===== config.mk =====
export PLATFORM = sky130hd
export DESIGN_NAME = image_downscale_stream
export DESIGN_NICKNAME = d
export VERILOG_FILES = /design/src/rtl/downscale_pkg.sv /design/src/rtl/downscale_addr_gen.sv /design/src/rtl/image_downscale_stream.sv
export SDC_FILE = /design/constraint.sdc
export NUM_CORES = 1
export LEC_CHECK = 0
export BUFFER_PORTS_ARGS = -buffer_cell sky130_fd_sc_hd__buf_4
export CAP_MARGIN = 20
export CORE_UTILIZATION = 45
export CTS_CLUSTER_SIZE = 40
export DETAILED_ROUTE_END_ITERATION = 6
export SYNTH_ARGS = -nofsm -noshare
export SYNTH_HDL_FRONTEND = slang
export SYNTH_SLANG_ARGS = --single-unit

===== constraint.sdc =====
create_clock -name clk -period 2.6 [get_ports clk]
set_clock_uncertainty 0.1 [all_clocks]
set_input_delay 0.26 -clock clk [delete_from_list [all_inputs] [get_ports clk]]
set_output_delay 0.26 -clock clk [all_outputs]
set_load 0.005 [all_outputs]

===== src/rtl/downscale_pkg.sv =====
// Shared types and Q16.16 step helper for the streaming image downscaler.
package downscale_pkg;

  typedef enum logic [2:0] {
    S_IDLE,
    S_FETCH,
    S_WAIT,
    S_EMIT,
    S_DONE
  } state_t;

  typedef enum logic {
    MODE_NEAREST,
    MODE_BOX
  } mode_t;

  // Source pixels advanced per destination pixel, Q16.16.
  function automatic logic [31:0] q16_step(input int src, input int dst);
    return 32'((longint'(src) <<< 16) / longint'(dst));
  endfunction

endpackage


===== src/rtl/downscale_addr_gen.sv =====
// Destination raster counters, Q16.16 source coordinate accumulators and BRAM address
// generation with right/bottom edge clamping for the second box sample.
module downscale_addr_gen
  import downscale_pkg::*;
#(
  parameter int SRC_W  = 32,
  parameter int SRC_H  = 32,
  parameter int DST_W  = 16,
  parameter int DST_H  = 16,
  parameter int ADDR_W = 16
) (
  input  logic              clk,
  input  logic              rst_n,
  input  logic              clear,
  input  logic              advance,
  input  logic [1:0]        rd_sel,
  output logic [ADDR_W-1:0] mem_addr,
  output logic              last_pixel
);

  localparam logic [31:0] STEP_X  = q16_step(SRC_W, DST_W);
  localparam logic [31:0] STEP_Y  = q16_step(SRC_H, DST_H);
  localparam logic [15:0] DX_LAST = 16'(DST_W - 1);
  localparam logic [15:0] DY_LAST = 16'(DST_H - 1);
  localparam logic [15:0] SX_LAST = 16'(SRC_W - 1);
  localparam logic [15:0] SY_LAST = 16'(SRC_H - 1);

  logic [15:0] dx_reg, dy_reg;
  logic [31:0] acc_x_reg, acc_y_reg;
  logic [15:0] sx, sy, sx1, sy1, rd_x, rd_y;

  always_ff @(posedge clk or negedge rst_n) begin
    if (!rst_n) begin
      dx_reg    <= '0;
      dy_reg    <= '0;
      acc_x_reg <= '0;
      acc_y_reg <= '0;
    end else if (clear) begin
      dx_reg    <= '0;
      dy_reg    <= '0;
      acc_x_reg <= '0;
      acc_y_reg <= '0;
    end else if (advance) begin
      if (dx_reg == DX_LAST) begin
        dx_reg    <= '0;
        acc_x_reg <= '0;
        dy_reg    <= dy_reg + 16'd1;
        acc_y_reg <= acc_y_reg + STEP_Y;
      end else begin
        dx_reg    <= dx_reg + 16'd1;
        acc_x_reg <= acc_x_reg + STEP_X;
      end
    end
  end

  assign sx  = acc_x_reg[31:16];
  assign sy  = acc_y_reg[31:16];
  assign sx1 = (sx == SX_LAST) ? sx : sx + 16'd1;
  assign sy1 = (sy == SY_LAST) ? sy : sy + 16'd1;

  // Box read order: (sx,sy), (sx1,sy), (sx,sy1), (sx1,sy1).
  assign rd_x = rd_sel[0] ? sx1 : sx;
  assign rd_y = rd_sel[1] ? sy1 : sy;

  assign mem_addr   = ADDR_W'(32'(rd_y) * 32'(SRC_W) + 32'(rd_x));
  assign last_pixel = (dx_reg == DX_LAST) && (dy_reg == DY_LAST);

endmodule


===== src/rtl/image_downscale_stream.sv =====
// Streams a downscaled image read from a sync-read BRAM port, nearest-neighbour or
// (when DOWNSCALE_BOX_EN is defined) 2x2 box average with round-half-up.
module image_downscale_stream
  import downscale_pkg::*;
#(
  parameter int PIX_W  = 8,
  parameter int CH     = 1,
  parameter int SRC_W  = 32,
  parameter int SRC_H  = 32,
  parameter int DST_W  = 16,
  parameter int DST_H  = 16,
  parameter int ADDR_W = 16
) (
  input  logic                clk,
  input  logic                rst_n,
  input  logic                start_req,
  input  logic                mode,
  output logic                mem_rd_en,
  output logic [ADDR_W-1:0]   mem_addr,
  input  logic [CH*PIX_W-1:0] mem_rd_dat,
  output logic                out_valid,
  input  logic                out_ready,
  output logic [CH*PIX_W-1:0] out_data,
  output logic                out_last,
  output logic                busy,
  output logic                done
);

  localparam int DW = CH * PIX_W;

  if (DST_W == 0 || DST_W > SRC_W) begin : g_bad_dst_w
    $error("DST_W must be in 1..SRC_W");
  end
  if (DST_H == 0 || DST_H > SRC_H) begin : g_bad_dst_h
    $error("DST_H must be in 1..SRC_H");
  end
  if (longint'(SRC_W) * longint'(SRC_H) > (longint'(1) <<< ADDR_W)) begin : g_bad_addr
    $error("source image does not fit in ADDR_W");
  end

  state_t            state_reg;
  logic [1:0]        rd_sel;
  logic              last_rd;
  logic              addr_clear, addr_advance, last_pixel;
  logic [ADDR_W-1:0] rd_addr;
  logic [DW-1:0]     result;

`ifdef DOWNSCALE_BOX_EN
  mode_t      mode_reg;
  logic [1:0] rd_cnt_reg;
  logic       rd_pending_reg;
  logic       is_box;

  assign is_box  = (mode_reg == MODE_BOX);
  assign rd_sel  = rd_cnt_reg;
  assign last_rd = is_box ? (rd_cnt_reg == 2'd3) : 1'b1;

  // Data returns one cycle after the strobe; this marks which FETCH cycles carry a sample.
  always_ff @(posedge clk or negedge rst_n) begin
    if (!rst_n) rd_pending_reg <= 1'b0;
    else        rd_pending_reg <= mem_rd_en;
  end
`else
  logic unused_mode;
  assign unused_mode = mode;
  assign rd_sel      = 2'd0;
  assign last_rd     = 1'b1;
`endif

  assign mem_rd_en    = (state_reg == S_FETCH);
  assign mem_addr     = mem_rd_en ? rd_addr : '0;
  assign addr_clear   = (state_reg == S_IDLE) && start_req;
  assign addr_advance = (state_reg == S_EMIT) && out_ready && !last_pixel;

  downscale_addr_gen #(
    .SRC_W  (SRC_W),
    .SRC_H  (SRC_H),
    .DST_W  (DST_W),
    .DST_H  (DST_H),
    .ADDR_W (ADDR_W)
  ) u_addr_gen (
    .clk        (clk),
    .rst_n      (rst_n),
    .clear      (addr_clear),
    .advance    (addr_advance),
    .rd_sel     (rd_sel),
    .mem_addr   (rd_addr),
    .last_pixel (last_pixel)
  );

  for (genvar gi = 0; gi < CH; gi++) begin : g_ch
    logic [PIX_W-1:0] sample;
    assign sample = mem_rd_dat[gi*PIX_W +: PIX_W];
`ifdef DOWNSCALE_BOX_EN
    localparam logic [PIX_W+1:0] ROUND = 2;
    logic [PIX_W+1:0] acc_reg, sum;

    // The fourth sample is still on the bus during S_WAIT, so it joins the sum here.
    assign sum = acc_reg + {2'b00, sample} + ROUND;
    assign result[gi*PIX_W +: PIX_W] = is_box ? sum[PIX_W+1:2] : sample;

    always_ff @(posedge clk or negedge rst_n) begin
      if (!rst_n)                     acc_reg <= '0;
      else if (state_reg != S_FETCH)  acc_reg <= '0;
      else if (rd_pending_reg)        acc_reg <= acc_reg + {2'b00, sample};
    end
`else
    assign result[gi*PIX_W +: PIX_W] = sample;
`endif
  end

  always_ff @(posedge clk or negedge rst_n) begin
    if (!rst_n) begin
      state_reg  <= S_IDLE;
      out_valid  <= 1'b0;
      out_data   <= '0;
      out_last   <= 1'b0;
      busy       <= 1'b0;
      done       <= 1'b0;
`ifdef DOWNSCALE_BOX_EN
      mode_reg   <= MODE_NEAREST;
      rd_cnt_reg <= '0;
`endif
    end else begin
      case (state_reg)
        S_IDLE: begin
          if (start_req) begin
            state_reg  <= S_FETCH;
            busy       <= 1'b1;
`ifdef DOWNSCALE_BOX_EN
            mode_reg   <= mode_t'(mode);
            rd_cnt_reg <= '0;
`endif
          end
        end
        S_FETCH: begin
`ifdef DOWNSCALE_BOX_EN
          rd_cnt_reg <= rd_cnt_reg + 2'd1;
`endif
          if (last_rd) state_reg <= S_WAIT;
        end
        S_WAIT: begin
          out_data  <= result;
          out_last  <= last_pixel;
          out_valid <= 1'b1;
          state_reg <= S_EMIT;
        end
        S_EMIT: begin
          if (out_ready) begin
            out_valid <= 1'b0;
            out_last  <= 1'b0;
            if (last_pixel) begin
              state_reg <= S_DONE;
              busy      <= 1'b0;
              done      <= 1'b1;
            end else begin
              state_reg  <= S_FETCH;
`ifdef DOWNSCALE_BOX_EN
              rd_cnt_reg <= '0;
`endif
            end
          end
        end
        S_DONE: begin
          if (!start_req) begin
            state_reg <= S_IDLE;
            done      <= 1'b0;
          end
        end
        default: state_reg <= S_IDLE;
      endcase
    end
  end

endmodule


==> qor.csv, run 1 <==
stage,metric,value,unit
cts,"Clk Latency, worst-skew pair",360,ps
pwr,power per cell area,626,nW/um2
routing,drt drc,0,
grt,gr usage total,23.2,%
timing,max-slew violation count,0,
floorplanning,# IOs,42,
pwr,worst vdd ir,0.468,mV
floorplanning,core area,9240,um2
layout,final std cells w/o fill,682,
grt,vias in the first global route,3704,
pwr,Flop pwr share,43.7,%
synth,area share of the largest cell type after synthesis,41.9,%
synth,Netlist cell types,59,
place,number of cells after detailed placement,662,
routing,Vias,3876,
cts,TritonCTS buffer count,9,
min_path,worst hold path class,in2reg,
timing,measured slew at the worst slew-check pin,921,ps
timing,post-route clock period utilization,98.8,%
floorplanning,initial core utilization,46.6,%
worst_setup_path,"Data arrival, critical path",2210,ps
synth,Synth area leaders,"dfrtp_1 (42%), ha_1 (3.8%), nand2_1 (3.6%)",
timing,unrepaired setup endpoints after global routing,yes,
cts,clk buf depth,2,
floorplanning,die height,99.8,um
layout,net count reported at finish,575,
synth,"Seq/Total Area, Yosys",41.9,%
floorplanning,Die X,99.8,um
layout,share of layout cells above drive strength 1,23.9,%
pwr,P_leak,2.36,nW
pwr,Switching Power,1.15,mW
layout,area grow syn2layout,22.4,%
worst_setup_path,Buf/Inv on CP,1,
worst_setup_path,Setup crit start,u_addr_gen.acc_x_reg[22],
grt,first-pass GRT wire length,18.1,mm
timing,Tmin final,2570,ps
timing,TNS Setup,0,ps
synth,asr flop ratio synth,100,%
routing,routed len/inst,15.7,um
layout,Antenna Diode Count,0,
grt,grt total ovfl,0,
cts,Sink Count,72,
worst_setup_path,startpoint types,register,
pwr,combinational power share,32.2,%
place,Placed Instance Area,4990,um2
routing,DR vias/cell,5.68,
floorplanning,die area,9960,um2
grt,largest net degree at the start of global routing,73,
timing,# setup viols final,0,
min_path,HP Start,mem_rd_dat[2],
grt,initial antenna violation count,0,
floorplanning,Row Count,35,
cts,CTS tree,done,
synth,syn avg cell area,9.12,um2
worst_setup_path,Crit Reg-Reg Startpoint,u_addr_gen.dx_reg[5],
timing,worst setup margin,31.5,ps
worst_setup_path,"Slowest-stage cell, CP",dfrtp_1,
routing,WL final,10.7,mm
cts,Clock Pin Slew Worst Setup and Hold Paths,80,ps
timing,worst hold margin,29.1,ps
pwr,Int Pwr,2.15,mW
pwr,Clk pwr share,24.1,%
pwr,Net Sw Frac,34.7,%
worst_setup_path,worst setup path category,reg2out,
cts,htree depth,3,
cts,clock root buffer,clkbuf_8,
worst_setup_path,kind of cell adding the most delay to the critical path,compound AO/OA/AOI/OAI gates,
layout,Final Cell Area,5270,um2
worst_setup_path,crit path cell chain,"fa_2, a211o_1, a211oi_2, o21ai_1, mux2i_1, o311ai_1, buf_4",
synth,Post-synth EDFFs,0,
worst_setup_path,Setup crit end kind,output port,
synth,top_reg_cell synth,dfrtp_1,
worst_setup_path,CP max stage delay,410,ps
timing,max frequency,389,MHz
worst_setup_path,CP required,2240,ps
place,Port Buf Inserts,39,
synth,YS warnings,0,
routing,initial drt markers,204,
place,gp weighted congestion,0.876,
place,hpwl dp,7.75,mm
timing,Fin. Hold Viols,0,
synth,#FFs+latches synth,72,
outcome,status,completed,
worst_setup_path,crit-path max FO,3,
routing,DRT antenna net count,0,
synth,Netlist Area Pre-Place,4300,um2
routing,TritonRoute pass-1 iters,4,
job,MaxCap Viol Count,0,
place,pre-CTS setup slack,88.0,ps
synth,Synth area leader,dfrtp_1,
synth,Gate Count Post-Synth,472,
timing,Relative slew margins,38.6,%
cells by family (layout without fill, tap and decap cells):
| logic type | count (synthesis) | in the layout | share of synthesized area, % |
|---|---|---|---|
| flip-flops | 72 | 72 | 41.9 |
| adder cells (fa/ha/maj) | 14 | 14 | 4.24 |
| multiplexers | 12 | 12 | 3.02 |
| buffers and inverters | 31 | 111 | 3.08 |
| AND/OR/NAND/NOR | 210 | 210 | 26.6 |
| AO/OA/AOI/OAI | 111 | 111 | 16.9 |
| XOR/XNOR | 21 | 21 | 4.27 |
| other | 1 | 2 | 0.0871 |
per-stage QoR:
step | power (mW) | util (%)
detailed placement | 2.52 | 54.0
global placement | 2.50 | 54.0
CTS | 3.32 | 56.4
finish | 3.30 | 57.0
global route | 3.50 | 57.0
floorplan | 2.01 | -
cells in the mapped netlist (3+ instances only):
cell type	count
a211oi_1	7
a21o_1	11
a21oi_1	26
a221o_1	3
a22o_1	5
a31o_2	3
and2_1	8
and3_1	13
buf_2	3
clkbuf_1	16
dfrtp_1	72
ha_1	13
inv_1	9
mux2_2	8
mux2i_1	4
nand2_1	41
nand3_1	25
nand4_1	16
nor2_1	40
nor3_1	10
nor3b_1	3
nor4_1	11
o211ai_1	5
o21a_1	3
o21ai_0	25
o22ai_1	6
o31ai_1	4
or2_2	4
or3_1	15
or4_1	9
xnor2_1	11
xor2_1	10
cell type report:
class,count,area [um2]
clock buffers,10,128
flip-flops and latches,72,1800
multi-input cells,370,2450
repair buffers,86,648
fillers,826,3970
well taps,129,161
clock inverters,6,45.0
inverters,9,33.8
routing by layer:
metal	GRT usage, %	vias up	share of wire [%]
met5	0	-	0
met4	10.3	0	2.8
met3	3.20	22	2.9
met2	37.4	73	48
met1	31.4	1872	46
li1	-	1909	-
worst reg2reg max path, delay by kind of cell (launching register included):
family	cells	cell delay, ps
compound gates	1	90
buf+inv	1	220
flops	1	380
simple gates	4	1620
placed cells by master, fill, tap and decap left out, types with 3 or more instances in the layout:
master / n
and3_1: 13
a21oi_2: 3
nor3_1: 10
mux2i_1: 4
dfrtp_1: 71
or3_1: 15
o21ai_0: 24
a31o_2: 3
nand2_1: 41
clkbuf_8: 9
buf_4: 84
inv_1: 9
xor2_1: 10
mux2_2: 8
nand3_1: 25
o31ai_1: 4
or4_1: 9
clkinvlp_4: 3
a221o_1: 3
o22ai_1: 6
nor4_1: 11
a211oi_1: 6
and2_1: 8
a22o_1: 5
nor2_1: 40
a21oi_1: 23
nor3b_1: 3
a21o_1: 11
ha_4: 3
o21a_1: 3
or2_2: 4
nand4_1: 16
ha_1: 10
o211ai_1: 5
xnor2_1: 11
what timing repair did:
item / 4_1_cts / 5_1_grt
hold endpoints to repair: 72 / 0
cloned: 0 / 0
pin swaps: 2 / 6
hold buffers: 1 / 0
setup buffers: 1 / 1
resized for setup: 6 / 9
endpoints found under the setup margin: 4 / 12
path summary, 6_finish.rpt:
kind / endpoint / slack [ps] / cells after the start
worst max-delay path: mem_addr[15] / 30 / 7
worst min-delay path: out_data[2] / 30 / 2
worst max register to register: u_addr_gen.acc_y_reg[24] / 120 / 6
worst min register to register: out_valid / 380 / 1
max in group asynchronous: u_addr_gen.acc_x_reg[25] / 1280 / 2
min in group asynchronous: out_data[0] / 470 / 2
power by group through the flow:
stage               clock network (mW)  registers, mW  logic [mW]
CTS                              0.817           1.44        1.06
global placement                     0           1.45        1.05
detailed placement                   0           1.46        1.06
global route                     0.863           1.47        1.17
floorplan                            0           1.42       0.587
finish                           0.795           1.44        1.06
(Power assumes the default switching activity.)
==> inputs of run 2 (changes only) <==
CORE_UTILIZATION = 62   (was 45)
CTS_BUF_LIST = sky130_fd_sc_hd__clkbuf_8   (was unset)
PLACE_DENSITY = 0.83   (was unset)
==> run 2 against run 1 <==
The flow now finishes with violations (setup timing). Sequential share of layout area rose by 0.45 points. Setup slack got worse by 58 ps. Core utilization rose by 20 points. First-iteration DRC count rose by 77%. Worst hold slack improved by 6.4 ps. Flip-flop and latch count did not move. Combinational power fell by 7%. Critical path depth did not move. Routed wire length rose by 2.9%. Critical path type unchanged. Critical endpoint is now mem_addr[13]. Largest cell class unchanged.
==> qor.csv, run 2 (synthesis results as in run 1) <==
stage,metric,value,unit
cts,clock root buffer,clkbuf_8,
routing,initial drt markers,362,
cts,TritonCTS buffer count,9,
timing,measured slew at the worst slew-check pin,897,ps
worst_setup_path,crit path cell chain,"fa_2, a211o_1, a21o_1, a21oi_2, a21oi_2, mux2i_1, buf_4",
routing,routed len/inst,17.9,um
routing,drt drc,0,
worst_setup_path,CP required,2240,ps
pwr,Int Pwr,2.43,mW
worst_setup_path,Setup crit end kind,output port,
grt,GRT met2 Usage,52.6,%
timing,max-slew violation count,0,
place,hpwl dp,7.41,mm
floorplanning,die height,85.3,um
job,MaxCap Viol Count,0,
min_path,Hold Path Depth,2,
cts,Sink Count,72,
worst_setup_path,worst setup path category,reg2out,
worst_setup_path,Setup crit start,u_addr_gen.acc_x_reg[22],
pwr,Overall Power,3.56,mW
layout,Antenna Diode Count,0,
pwr,P_leak,2.33,nW
grt,first-pass GRT wire length,18.3,mm
floorplanning,# IOs,42,
place,gp weighted congestion,0.918,
layout,Final Cell Area,5200,um2
floorplanning,Die X,85.3,um
layout,final std cells w/o fill,617,
timing,post-route clock period utilization,101,%
place,Port Buf Inserts,39,
cts,CTS tree,done,
worst_setup_path,worst r2r dst,u_addr_gen.acc_y_reg[24],
timing,Tmin final,2630,ps
pwr,Flop pwr share,40.9,%
routing,TritonRoute pass-1 iters,5,
timing,unrepaired setup endpoints after global routing,yes,
layout,most frequent cells in the layout,"dfrtp_1 (71), buf_4 (68), nand2_1 (41), nor2_1 (40), o21ai_0 (24)",
grt,grt total ovfl,0,
routing,DRT antenna net count,0,
pwr,Net Sw Frac,31.7,%
timing,worst setup margin,-26.6,ps
timing,Relative slew margins,40.2,%
grt,met1 usage,42.0,%
timing,TNS Setup,-37.0,ps
timing,# setup viols final,2,
layout,share of layout cells above drive strength 1,23.3,%
worst_setup_path,Crit Reg-Reg Startpoint,u_addr_gen.dx_reg[4],
grt,gr busiest metal,met2,
place,pre-CTS setup slack,146,ps
outcome,failing checks,setup timing,
cts,"Clk Latency, worst-skew pair",350,ps
worst_setup_path,startpoint types,register,
place,Placed Instance Area,4830,um2
floorplanning,die area,7280,um2
floorplanning,initial core utilization,63.7,%
worst_setup_path,"Slowest-stage cell, CP",dfrtp_1,
min_path,HP Start,mem_rd_dat[1],
grt,vias in the first global route,3816,
routing,Vias,4014,
floorplanning,core area,6760,um2
worst_setup_path,Worst Reg-to-Reg Cells,6,
pwr,power per cell area,684,nW/um2
worst_setup_path,crit-path max FO,3,
cts,Clock Pin Slew Worst Setup and Hold Paths,80,ps
pwr,worst vdd ir,0.498,mV
grt,largest net degree at the start of global routing,73,
grt,met3 Use GR,4.96,%
routing,DR vias/cell,6.51,
floorplanning,Row Count,30,
timing,Fin. Hold Viols,0,
grt,initial antenna violation count,0,
grt,gr usage total,32.3,%
cts,clk buf depth,2,
layout,net count reported at finish,559,
outcome,status,"complete, but fails checks",
timing,max frequency,381,MHz
layout,"commonest non-fill, non-tap cell in the layout",dfrtp_1,
min_path,worst hold path class,in2reg,
worst_setup_path,r2r setup slk,140,ps
worst_setup_path,"Data arrival, critical path",2270,ps
place,number of cells after detailed placement,598,
cts,htree depth,3,
pwr,Switching Power,1.13,mW
worst_setup_path,CP max stage delay,430,ps
layout,area grow syn2layout,20.8,%
pwr,combinational power share,27.8,%
worst_setup_path,"most used cell, CP",a21oi_2,
routing,WL final,11.0,mm
min_path,worst-case hold path end point,out_data[1],
layout,# fillers,459,
pwr,Clk pwr share,31.3,%
run 2: cell types whose count changed in the layout (fill, tap and decap cells not counted), sizes merged:
cell / change
bufinv: +3
inv: -2
clkinvlp: -1
buf: -15
clkinv: -1
run 2: repair_timing:
item / CTS / global route
buffers inserted: 1 / 1
pin swaps: 3 / 4
endpoints found under the setup margin: 5 / 15
gates resized for setup: 9 / 12
hold endpoints to repair: 72 / 0
hold buffers: 1 / 0
run 2: worst max path at each step:
stage	cells past startpoint	to
6_report	7	mem_addr[13]
5_1_grt	7	mem_addr[13]
4_1_cts	7	mem_addr[13]
3_5_place_dp	6	u_addr_gen.acc_y_reg[24]
3_3_place_gp	6	u_addr_gen.acc_y_reg[24]
2_1_floorplan	8	u_addr_gen.acc_x_reg[19]
run 2: power by group through the flow:
stage / logic, mW / clock network, mW / registers, mW
2_1_floorplan: 0.587 / 0 / 1.42
3_3_place_gp: 0.919 / 0 / 1.45
3_5_place_dp: 0.948 / 0 / 1.46
4_1_cts: 0.965 / 1.13 / 1.45
5_1_grt: 1.07 / 1.17 / 1.48
6_report: 0.989 / 1.11 / 1.45
run 2: per-stage QoR:
step	hold slack [ps]	utilization [%]
finish	35.5	77.0
global route	29.2	77.0
CTS	25.5	76.1
detailed placement	342	71.5
global placement	342	71.5
floorplan	-136	-
run 2: cell type report:
cell class | count | area [um2] | area share [%]
Clock buffer | 11 | 151 | 2.91
Clock inverter | 5 | 103 | 1.97
Sequential cell | 72 | 1800 | 34.7
Multi-Input combinational cell | 370 | 2460 | 47.4
Tap cell | 80 | 100 | 1.92
Timing Repair Buffer | 70 | 541 | 10.4
Inverter | 9 | 37.5 | 0.722
run 2: per-layer routing:
| metal | vias up | wire [um] |
|---|---|---|
| met5 | - | 0 |
| met4 | 0 | 346 |
| met3 | 32 | 664 |
| met2 | 169 | 5340 |
| met1 | 1934 | 4680 |
| li1 | 1879 | - |
run 2: worst max-delay path: cells and delay by family, from the launching register on:
family	cells	cell delay (ps)
AOI/OAI and AO/OA	4	800
adders and majority gates	1	400
buffers and inverters	1	130
DFF	1	430
muxes	1	150
